[src/rtl/car_sequencer.sv]
// car_sequencer: control address register (CAR) microsequencer.
// Holds the control-store address and steps through microcode under
// control of the current microword's sequencing field. It also admits
// interrupts only at instruction boundaries.
//
// Build option: CARSEQ_ILLEGAL_TRAP_EN
//   defined   - an undefined instruction (car_in == 0) pulses illegal_op
//               and enters microcode at CAR_INT0.
//   undefined - an undefined instruction retires as a NOP.
//
// Ports:
//   clk, rst     system clock, async active-high reset
//   car_in       decoded microsequence index (0 = undefined instruction)
//   uc_seq       sequencing field: 00 NEXT, 01 DISPATCH, 10 FETCH, 11 HOLD
//   stall        memory wait; freezes all state and masks pulses
//   irq, gie     level interrupt request and global enable
//   car          registered control-store address
//   ir_load      instruction register load strobe
//   int_ack      interrupt acknowledge pulse
//   illegal_op   undefined-instruction pulse (trap build only)
//   retire       instruction-complete pulse
//   seq_err      sticky sequencing-error flag
//   retired_cnt  wrapping count of retired instructions
//
// state      | meaning
// -----------+-------------------------------------------------------
// S_FETCH    | car at fetch word; load IR or take a pending interrupt
// S_DISPATCH | IW settling through decoder; jump to its microsequence
// S_EXEC     | run microcode as directed by uc_seq
// S_INT      | acknowledge interrupt; jump to interrupt-entry microcode

module car_sequencer #(
    parameter int                     CAR_BITS  = 6,
    parameter logic [CAR_BITS-1:0]    CAR_FETCH = '0,
    parameter logic [CAR_BITS-1:0]    CAR_INT0  = CAR_BITS'(6'h3C)
) (
    input  logic                clk,
    input  logic                rst,
    input  logic [CAR_BITS-1:0] car_in,
    input  logic [1:0]          uc_seq,
    input  logic                stall,
    input  logic                irq,
    input  logic                gie,
    output logic [CAR_BITS-1:0] car,
    output logic                ir_load,
    output logic                int_ack,
    output logic                illegal_op,
    output logic                retire,
    output logic                seq_err,
    output logic [15:0]         retired_cnt
);

    typedef enum logic [1:0] {
        S_FETCH    = 2'd0,
        S_DISPATCH = 2'd1,
        S_EXEC     = 2'd2,
        S_INT      = 2'd3
    } state_t;

    localparam logic [1:0] SEQ_NEXT     = 2'b00;
    localparam logic [1:0] SEQ_DISPATCH = 2'b01;
    localparam logic [1:0] SEQ_FETCH    = 2'b10;
    localparam logic [1:0] SEQ_HOLD     = 2'b11;

    state_t              state, state_nxt;
    logic [CAR_BITS-1:0] car_nxt;
    logic                err_nxt;
    logic                ir_load_c, int_ack_c, retire_c;
    logic                live;
`ifdef CARSEQ_ILLEGAL_TRAP_EN
    logic                illegal_c;
`endif

    assign live = ~stall & ~rst;

    always_comb begin
        state_nxt = state;
        car_nxt   = car;
        err_nxt   = seq_err;
        ir_load_c = 1'b0;
        int_ack_c = 1'b0;
        retire_c  = 1'b0;
`ifdef CARSEQ_ILLEGAL_TRAP_EN
        illegal_c = 1'b0;
`endif
        case (state)
            S_FETCH: begin
                // Interrupts are only taken here, so a sequence is never split.
                if (irq && gie) begin
                    state_nxt = S_INT;
                end else begin
                    ir_load_c = 1'b1;
                    state_nxt = S_DISPATCH;
                end
            end
            S_DISPATCH: begin
                if (car_in != '0) begin
                    car_nxt   = car_in;
                    state_nxt = S_EXEC;
                end else begin
`ifdef CARSEQ_ILLEGAL_TRAP_EN
                    illegal_c = 1'b1;
                    car_nxt   = CAR_INT0;
                    state_nxt = S_EXEC;
`else
                    retire_c  = 1'b1;
                    car_nxt   = CAR_FETCH;
                    state_nxt = S_FETCH;
`endif
                end
            end
            S_EXEC: begin
                case (uc_seq)
                    SEQ_NEXT: begin
                        // Running off the end of the control store aborts
                        // the instruction without retiring it.
                        if (&car) begin
                            car_nxt   = CAR_FETCH;
                            state_nxt = S_FETCH;
                            err_nxt   = 1'b1;
                        end else begin
                            car_nxt = car + 1'b1;
                        end
                    end
                    SEQ_FETCH: begin
                        retire_c  = 1'b1;
                        car_nxt   = CAR_FETCH;
                        state_nxt = S_FETCH;
                    end
                    SEQ_DISPATCH: begin
                        retire_c  = 1'b1;
                        car_nxt   = CAR_FETCH;
                        state_nxt = S_FETCH;
                        err_nxt   = 1'b1;
                    end
                    SEQ_HOLD: ;
                    default: ;
                endcase
            end
            S_INT: begin
                int_ack_c = 1'b1;
                car_nxt   = CAR_INT0;
                state_nxt = S_EXEC;
            end
            default: begin
                car_nxt   = CAR_FETCH;
                state_nxt = S_FETCH;
            end
        endcase
    end

    always_ff @(posedge clk or posedge rst) begin
        if (rst) begin
            state       <= S_FETCH;
            car         <= CAR_FETCH;
            seq_err     <= 1'b0;
            retired_cnt <= 16'h0000;
        end else if (!stall) begin
            state   <= state_nxt;
            car     <= car_nxt;
            seq_err <= err_nxt;
            if (retire_c) begin
                retired_cnt <= retired_cnt + 16'd1;
            end
        end
    end

    assign ir_load = ir_load_c & live;
    assign int_ack = int_ack_c & live;
    assign retire  = retire_c  & live;
`ifdef CARSEQ_ILLEGAL_TRAP_EN
    assign illegal_op = illegal_c & live;
`else
    assign illegal_op = 1'b0;
`endif

endmodule
[config.mk]
export PLATFORM = sky130hd
export DESIGN_NAME = car_sequencer
export DESIGN_NICKNAME = d
export VERILOG_FILES = /design/src/rtl/car_sequencer.sv
export SDC_FILE = /design/constraint.sdc
export NUM_CORES = 1
export LEC_CHECK = 0
export ABC_AREA = 1
export BUFFER_PORTS_ARGS = -buffer_cell sky130_fd_sc_hd__buf_2
export CAP_MARGIN = 20
export CORE_ASPECT_RATIO = 1.2
export CORE_MARGIN = 10
export CORE_UTILIZATION = 48
export DETAILED_ROUTE_END_ITERATION = 10
export PLACE_DENSITY = 0.75
export SLEW_MARGIN = 10
export SYNTH_ARGS = -nofsm -noshare
export SYNTH_HDL_FRONTEND = slang
export SYNTH_SLANG_ARGS = --single-unit
export TNS_END_PERCENT = 5
[constraint.sdc]
create_clock -name clk -period 1.42 [get_ports clk]
set_input_delay 0.284 -clock clk [delete_from_list [all_inputs] [get_ports clk]]
set_output_delay 0.284 -clock clk [all_outputs]
set_load 0.03 [all_outputs]
==> impl_metrics.py, run 1 <==
metrics = {
    "worst_setup_path": {
        "crit_arrival_ps": 1460,
        "endpoint_kind": "primary output",
        "r2r-start": "state[0]$_DFFE_PP0P_",
        "cp-start-kind": "register",
        "critical_path_class": "register to primary output",
        "crit_required_ps": 1140,
        "crit_fanout": 3,
        "startpoint": "state[0]$_DFFE_PP0P_",
        "r2r_cells": 11,
    },
    "synthesis": {
        "synthCells": 255,
        "avgSynthCellArea_um2": 6.84,
        "synth_common_cells": "nand2_1 (109), inv_1 (28), dfrtp_1 (25)",
        "ys_top_cells_by_area": "dfrtp_1 (36%), nand2_1 (23%), ha_1 (6.5%)",
        "ys_warn_count": 0,
        "synth_edf_count": 0,
        "yosysUniqueCellTypes": 28,
        "synth_flop_cell": "dfrtp_1",
        "netlist_area_mm2": 0.00174,
        "synth.most_common_cell": "nand2_1",
        "yosysTopAreaCellShare_pct": 35.9,
        "seq_area_frac_synth_pct": 35.9,
        "yosys_register_bits": 25,
        "syn-num-nets": 277,
        "ys_async_sr_fraction_pct": 100,
        "yosysTopAreaCell": "dfrtp_1",
    },
    "grt": {
        "grt_overflow_total": 0,
        "first_global_vias": 1851,
        "grt_pass1_wl_um": 7770,
        "grt_max_degree": 26,
        "antenna_found_initial": 0,
        "grt_usage_pct": 14.4,
    },
    "power_and_ir_drop": {
        "max-vdd-ir-drop_mv": 1.03,
        "leakage_nw": 1.19,
        "powerDensity_mw_per_mm2": 1420,
    },
    "sta": {
        "rsz0062_at_grt": "yes",
        "setup_violations": 24,
        "finalHoldViolCount": 0,
        "fmax_ghz": 0.572,
        "final.min_clock_period_ps": 1750,
        "setup_slack_ps": -327,
        "clock_skew_ps": 2.06,
        "finalCritPeriodShare_pct": 123,
        "slew_violations": 0,
    },
    "routing": {
        "wl_per_cell_um": 12.6,
        "drtPass1Iterations": 4,
        "drtIter0Drc": 102,
        "wl_um": 4490,
        "ant_nets": 0,
        "vias_per_cell": 5.06,
        "drcViolationCount": 0,
        "num_vias": 1800,
    },
    "die": {
        "initial_utilization_pct": 50.9,
        "die_w_um": 75.0,
        "num_io_pins": 40,
        "die_y_um": 86.0,
        "std_cell_rows": 23,
        "core-area_mm2": 0.00342,
        "dieArea_mm2": 0.00645,
    },
    "clocking": {
        "ctsHoldBuffers": 0,
        "clock-root-buffer": "clkbuf_8",
        "cts_buffer_depth": 2,
        "path_clk_slew_ps": 90,
        "cts_tree": "done",
        "cts_sinks": 25,
        "htreeDepth": 1,
        "cts_buffers": 3,
        "insertion_delay_ps": 260,
    },
    "layout": {
        "final_util_pct": 67.3,
        "drive_gt1_share_pct": 31.3,
        "n_fill_cell": 314,
        "fin_area_mm2": 0.00230,
        "area_delta_synth_final_pct": 32.1,
        "n_antenna_cell": 0,
        "final_net_count": 342,
    },
    "placed_design": {
        "dpl.hpwl_um": 3430,
        "place_congestion": 0.846,
        "io_buffers": 38,
        "placed_area_mm2": 0.00213,
    },
    "min_path": {
        "holdCritPathClass": "primary input to asynchronous set/reset pin",
    },
    "job": {
        "maxCapViolations": 0,
    },
    "run_status": {
        "violations": "negative setup slack",
        "outcome": "complete, but fails checks",
    },
}
[path summary, 6_finish.rpt]
check / endpoint / slack (ps)
worst max-delay path: retire / -330
worst min-delay path: state[0]$_DFFE_PP0P_ / 150
worst max register to register: retired_cnt[15]$_DFFE_PP0P_ / -200
worst min register to register: seq_err$_DFFE_PP0P_ / 470
max in group asynchronous: car[2]$_DFFE_PP0P_ / 1020
min in group clk: car[4]$_DFFE_PP0P_ / 330
[where the power goes]
group          leakage [nW]  switching, mW  internal (mW)
registers             0.324          0.133          0.856
logic                 0.843           1.08          0.769
clock network        0.0228          0.230          0.201
total                  1.19           1.44           1.83
[placed cells by master (no fill, tap or decap), types with 6 or more instances in the layout]
cell type and instances:
xnor2_1 7, nor2_1 18, nand3_1 12, buf_4 26, dfrtp_1 25, inv_2 6
inv_1 21, nand2_2 7, nor2_4 7, nand2_1 105, buf_2 35, nand4_1 6
[layer usage]
metal	GRT usage (%)	vias up	wire (um)
met5	0	-	0
met3	3.23	4	252
met4	2.07	0	34
li1	-	919	-
met2	27.7	37	2350
met1	15.5	840	1840
[metrics by stage]
stage          std cells  power [mW]  setup WS [ps]  hold WS, ps  TNS [ps]
6_report             356        3.27           -327          152     -3810
5_1_grt              356        3.54           -401          171     -6430
4_1_cts              354        3.19           -303          155     -1560
3_5_place_dp         348        2.57           -167          445     -1300
3_3_place_gp         348        2.54           -145          443      -758
2_1_floorplan        255        2.00           -186          172      -450
[sequential cells by signal (all words and copies together), names as in the netlist]
name         count
seq_err          1
retired_cnt     16
car              6
state            2
[final cells by class]
| type | count | area [um2] | share of cell area [%] |
|---|---|---|---|
| Multi-Input combinational cell | 197 | 1070 | 46.3 |
| Sequential cell | 25 | 626 | 27.2 |
| Timing Repair Buffer | 64 | 404 | 17.5 |
| Inverter | 29 | 115 | 5.00 |
| Tap cell | 37 | 46.3 | 2.01 |
| Clock buffer | 4 | 45.0 | 1.96 |
[worst max-delay path, cell delays in order (launching register included)]
cell     delay, ps
dfrtp_1        390
inv_2           70
ha_4           260
inv_2           40
nor2_4         110
nand2_2         80
nor2_4         100
buf_6          140
[kinds of logic (layout without fill, tap and decap cells)]
group           after synthesis  in the layout  synth area share (%)
compound gates               18             18                  6.31
xor+xnor                      8              8                  4.02
simple gates                161            161                  39.1
other cells                   1              1                 0.215
flops                        25             25                  35.9
fa+ha+maj                     9              9                  6.46
buf+inv                      33             97                  8.03
[timing repair]
action	CTS	global route
setup endpoints to repair	23	27
buffers inserted	2	2
gates resized for setup	20	11
cloned	0	0
pin swaps	5	1
No activity file was read; power rests on OpenSTA's default activity.
==> run 2, diff against run 1 <==
--- a/config.mk
+++ b/config.mk
@@ -10,9 +10,9 @@
 export CAP_MARGIN = 20
 export CORE_ASPECT_RATIO = 1.2
 export CORE_MARGIN = 10
-export CORE_UTILIZATION = 48
+export CORE_UTILIZATION = 54
 export DETAILED_ROUTE_END_ITERATION = 10
-export PLACE_DENSITY = 0.75
+export PLACE_DENSITY = 0.8
 export SLEW_MARGIN = 10
 export SYNTH_ARGS = -nofsm -noshare
 export SYNTH_HDL_FRONTEND = slang
==> constraint.sdc (replaced) <==
create_clock -name clk -period 1.8 [get_ports clk]
set_input_delay 0.36 -clock clk [delete_from_list [all_inputs] [get_ports clk]]
set_output_delay 0.36 -clock clk [all_outputs]
set_load 0.03 [all_outputs]
==> run 2 against run 1 <==
Wire length is 4.0% lower; global-route usage rose by 0.78 points; the flow still finishes with violations (negative setup slack); cell area down 7.0%; sequential power down 17%; register-to-register slack better by 220 ps; largest power group unchanged; critical path type unchanged.
==> impl_metrics.py, run 2 (synthesized netlist as in run 1, its figures left out) <==
metrics = {
    "run_status": {
        "outcome": "complete, but fails checks",
        "violations": "negative setup slack",
    },
    "die": {
        "dieArea_mm2": 0.00591,
        "die_y_um": 82.3,
        "num_io_pins": 40,
        "core-area_mm2": 0.00308,
        "initial_utilization_pct": 56.6,
        "std_cell_rows": 22,
        "die_w_um": 71.9,
    },
    "routing": {
        "ant_nets": 0,
        "drtPass1Iterations": 4,
        "drtIter0Drc": 81,
        "wl_per_cell_um": 12.7,
        "drcViolationCount": 0,
        "vias_per_cell": 5.08,
        "wl_um": 4310,
        "num_vias": 1723,
    },
    "layout": {
        "reg_top3": "retired_cnt x16, car x6, state x2",
        "n_fill_cell": 279,
        "final_net_count": 326,
        "final_common_cell": "nand2_1",
        "drive_gt1_share_pct": 25.4,
        "area_delta_synth_final_pct": 22.9,
        "largest_reg_flops": 16,
        "largest-register": "retired_cnt",
        "n_antenna_cell": 0,
        "layout_common_cells": "nand2_1 (108), buf_2 (35), dfrtp_1 (25)",
    },
    "worst_setup_path": {
        "critical_path_class": "register to primary output",
        "r2r-start": "state[0]$_DFFE_PP0P_",
        "crit_required_ps": 1440,
        "crit_arrival_ps": 1510,
        "cp-start-kind": "register",
        "startpoint": "state[0]$_DFFE_PP0P_",
        "endpoint_kind": "primary output",
        "crit_fanout": 4,
    },
    "power_and_ir_drop": {
        "max-vdd-ir-drop_mv": 1.19,
        "comb_power_share_pct": 53.3,
        "switching_share_pct": 46.6,
        "power.total_mw": 2.31,
        "powerDensity_mw_per_mm2": 1080,
        "p_int_mw": 1.23,
        "p_clk_share_pct": 10.8,
        "seq_power_share_pct": 35.8,
        "power.switching_mw": 1.07,
        "leakage_nw": 1.10,
    },
    "grt": {
        "antenna_found_initial": 0,
        "grt_pass1_wl_um": 7540,
        "grt_usage_pct": 15.2,
        "grt_overflow_total": 0,
        "grt_max_degree": 26,
        "first_global_vias": 1764,
    },
    "sta": {
        "hold_ws_ps": 157,
        "setup_slack_ps": -65.9,
        "setup_violations": 1,
        "finalHoldViolCount": 0,
        "slew_violations": 0,
        "finalCritPeriodShare_pct": 104,
        "rsz0062_at_grt": "yes",
        "final.min_clock_period_ps": 1870,
        "clock_skew_ps": 8.18,
        "fmax_ghz": 0.536,
    },
    "clocking": {
        "ctsHoldBuffers": 0,
        "path_clk_slew_ps": 140,
        "cts_tree": "done",
        "clock-root-buffer": "clkbuf_4",
        "cts_buffer_depth": 2,
        "insertion_delay_ps": 310,
        "cts_buffers": 3,
        "htreeDepth": 1,
        "cts_sinks": 25,
    },
    "placed_design": {
        "dp_slack_ps": 80.1,
        "dpl.hpwl_um": 3360,
        "place_congestion": 0.823,
        "io_buffers": 38,
    },
    "min_path": {
        "holdCritPathClass": "primary input to asynchronous set/reset pin",
    },
    "job": {
        "maxCapViolations": 0,
    },
}
==> run 2: final cells by class <==
class	instances	area (um2)	share of cell area (%)
Sequential cell	25	626	29.2
Multi-Input combinational cell	197	1050	48.8
Inverter	29	119	5.55
Clock inverter	1	5.00	0.234
Timing Repair Buffer	48	280	13.1
Clock buffer	3	22.5	1.05
Tap cell	36	45.0	2.10
==> run 2: critical path, cell delays in order, from the launching register on <==
cell     delay, ps
dfrtp_1        430
inv_2           90
ha_4           270
inv_2           40
nor2_4          70
nand2_2         80
nor2_4          90
buf_6          130
==> run 2: worst paths after layout <==
check                           depth (start not counted)                          end  slack [ps]
worst max-delay path                                    7                       retire         -70
worst min-delay path                                    3   retired_cnt[0]$_DFFE_PP0P_         160
worst max register to register                         10  retired_cnt[14]$_DFFE_PP0P_          20
worst min register to register                          2          seq_err$_DFFE_PP0P_         490
max in group asynchronous                               3   retired_cnt[9]$_DFFE_PP0P_        1400
min in group clk                                        3           car[0]$_DFFE_PP0P_         360
==> run 2: metal layers <==
layer	part of all wire (%)	track usage (%)	up-vias
li1	-	-	886
met1	42	16.1	796
met2	51	28.2	37
met3	6.7	4.53	4
met4	0.86	5.04	0
met5	0	0	-
==> run 2: stage by stage <==
stage	setup TNS (ps)	util, %	instances	area [um2]
2_1_floorplan	-5.89	-	255	1750
3_3_place_gp	0	64.4	329	1980
3_5_place_dp	0	64.4	329	1980
4_1_cts	-136	68.5	338	2110
5_1_grt	-1080	69.5	339	2140
6_report	-65.9	69.5	339	2140
==> run 2: repair_timing <==
item,in CTS,in global routing
setup buffers,5,1
gates resized for setup,17,6
endpoints found under the hold margin,0,0
endpoints found under the setup margin,2,17
pin swaps,5,6
==> run 2: power groups by stage <==
stage	combinational, mW	sequential (mW)	clock (mW)
4_1_cts	1.19	0.828	0.266
5_1_grt	1.38	0.858	0.286
6_report	1.23	0.826	0.250
3_5_place_dp	1.01	0.841	0
2_1_floorplan	0.576	0.993	0
3_3_place_gp	0.991	0.835	0
==> run 3, diff against run 2 <==
--- a/config.mk
+++ b/config.mk
@@ -10,9 +10,8 @@
 export CAP_MARGIN = 20
 export CORE_ASPECT_RATIO = 1.2
 export CORE_MARGIN = 10
-export CORE_UTILIZATION = 54
+export CORE_UTILIZATION = 30
 export DETAILED_ROUTE_END_ITERATION = 10
-export PLACE_DENSITY = 0.8
 export SLEW_MARGIN = 10
 export SYNTH_ARGS = -nofsm -noshare
 export SYNTH_HDL_FRONTEND = slang
==> run 3 against run 2 <==
The run still ends with negative setup slack left; via count rose by 0.46%; clock-buffer cell count did not move; wire length rose by 3.1%; combinational power barely moved; register-to-register slack improved by 100 ps; die area rose by 57%; fmax rose by 1.4%; first-iteration DRC count fell by 7.4%; global-route usage fell by 5.0 points; sequential share of layout area fell by 1.1 points; critical path type unchanged; highest routed layer unchanged.
==> impl_metrics.py, run 3 (synthesized netlist as in run 1, its figures left out) <==
metrics = {
    "worst_setup_path": {
        "cpMostUsedCell": "inv_2",
        "path_cells": "inv_2 -> ha_4 -> inv_2 -> nor2_2 -> nand2_2 -> nor2_4 -> buf_6",
        "endpoint_kind": "primary output",
        "path_buf_inv": 3,
        "reg2reg_slack_ps": 120,
        "cp-start-kind": "register",
        "cp_slowest_cell": "dfrtp_1",
        "cpPeakStageDelay_ps": 410,
        "crit_required_ps": 1440,
        "crit_arrival_ps": 1480,
        "crit_fanout": 3,
        "critical_path_class": "register to primary output",
        "crit_family": "flip-flops",
    },
    "placed_design": {
        "placed_area_mm2": 0.00204,
        "place_congestion": 0.818,
        "io_buffers": 38,
        "dpl.hpwl_um": 3410,
        "placedCellCount": 373,
    },
    "clocking": {
        "path_clk_slew_ps": 100,
        "ctsHoldBuffers": 0,
        "htreeDepth": 1,
        "cts_sinks": 25,
        "cts_tree": "done",
        "clock-root-buffer": "clkbuf_8",
        "cts_buffers": 3,
        "insertion_delay_ps": 280,
        "cts_buffer_depth": 2,
    },
    "sta": {
        "fmax_ghz": 0.543,
        "final.min_clock_period_ps": 1840,
        "slew_violations": 0,
        "hold_ws_ps": 208,
        "setup_slack_ps": -40.7,
        "setup_violations": 1,
        "finalHoldViolCount": 0,
        "clock_skew_ps": 9.12,
        "finalCritPeriodShare_pct": 102,
        "rsz0062_at_grt": "yes",
    },
    "die": {
        "die_y_um": 104,
        "die_w_um": 89.6,
        "num_io_pins": 40,
        "core-area_mm2": 0.00567,
        "dieArea_mm2": 0.00928,
        "initial_utilization_pct": 30.8,
        "std_cell_rows": 30,
    },
    "power_and_ir_drop": {
        "powerDensity_mw_per_mm2": 1090,
        "p_int_mw": 1.32,
        "max-vdd-ir-drop_mv": 0.675,
        "leakage_nw": 1.10,
        "comb_power_share_pct": 51.0,
        "p_clk_share_pct": 15.0,
        "switching_share_pct": 45.7,
        "seq_power_share_pct": 34.0,
        "power.switching_mw": 1.11,
        "power.total_mw": 2.43,
    },
    "grt": {
        "first_global_vias": 1710,
        "grt_usage_pct": 10.2,
        "grt_overflow_total": 0,
        "grt_pass1_wl_um": 7860,
        "grt_max_degree": 26,
        "antenna_found_initial": 0,
    },
    "routing": {
        "ant_nets": 0,
        "num_vias": 1731,
        "drcViolationCount": 0,
        "wl_met1_um": 1940,
        "met3_length_um": 331,
        "drtIter0Drc": 75,
        "wl_per_cell_um": 11.6,
        "routed.top_layer": "met4",
        "drtPass1Iterations": 4,
        "met2WireLength_um": 2110,
        "vias_per_cell": 4.52,
        "wl_um": 4440,
    },
    "layout": {
        "largest-register": "retired_cnt",
        "reg_top3": "retired_cnt x16, car x6, state x2",
        "n_antenna_cell": 0,
        "drive_gt1_share_pct": 25.7,
        "final_net_count": 326,
        "area_delta_synth_final_pct": 27.5,
        "stdcell_count": 383,
        "fin_area_mm2": 0.00222,
        "final_common_cell": "nand2_1",
        "layout_common_cells": "nand2_1 (108), buf_2 (36), dfrtp_1 (25)",
        "largest_reg_flops": 16,
    },
    "job": {
        "maxCapViolations": 0,
    },
    "min_path": {
        "holdCritPathClass": "primary input to asynchronous set/reset pin",
    },
    "run_status": {
        "outcome": "complete, but fails checks",
        "violations": "negative setup slack",
    },
}
## run 3: final timing paths
kind | startpoint | endpoint | cells past startpoint
setup / recovery | state[1]$_DFFE_PP0P_ | retire | 7
hold / removal | rst | retired_cnt[11]$_DFFE_PP0P_ | 3
setup reg to reg | state[1]$_DFFE_PP0P_ | retired_cnt[14]$_DFFE_PP0P_ | 9
hold reg to reg | seq_err$_DFFE_PP0P_ | seq_err$_DFFE_PP0P_ | 2
max in group asynchronous | rst | retired_cnt[0]$_DFFE_PP0P_ | 3
min in group clk | car_in[5] | car[5]$_DFFE_PP0P_ | 3
## run 3: area by class of cell
cell class	count	area, um2
Timing Repair Buffer	48	282
Inverter	29	119
Clock buffer	3	41.3
Sequential cell	25	626
Clock inverter	1	7.51
Multi-Input combinational cell	197	1050
Tap cell	80	100
Fill cell	619	3440
## run 3: worst reg2reg max path, stage by stage, from the launching register on
cell and delay, ps:
dfrtp_1 430, buf_4 160, ha_4 170, nand2_1 70, nand2_1 60, nand2_2 110
buf_4 150, clkinvlp_4 230, nand2_1 140, nand2_1 60
## run 3: repair_timing
action | CTS | global route
cloned | 0 | 0
setup endpoints to repair | 2 | 16
gates resized for setup | 15 | 8
buffers inserted | 5 | 1
pin swaps | 4 | 4
## run 3: through the flow
stage	utilization, %	setup slack (ps)	TNS [ps]
global placement	36.0	68.7	0
detailed placement	36.0	71.1	0
finish	39.2	-40.7	-40.7
CTS	38.5	-78.8	-78.8
global route	39.2	-135	-142
floorplan	-	-5.89	-5.89
## run 3: power groups by stage
stage                     registers (mW)  clock network (mW)  logic [mW]
after global routing               0.854               0.403        1.41
after CTS                          0.825               0.384        1.20
final                              0.827               0.363        1.24
after global placement             0.837                   0        1.01
after floorplan                    0.993                   0       0.576
after detailed placement           0.839                   0        1.03
## run 3: per-layer routing
metal | up-vias | GRT usage [%]
li1 | 890 | -
met1 | 792 | 12.6
met2 | 45 | 16.5
met3 | 4 | 3.29
met4 | 0 | 2.39
met5 | - | 0
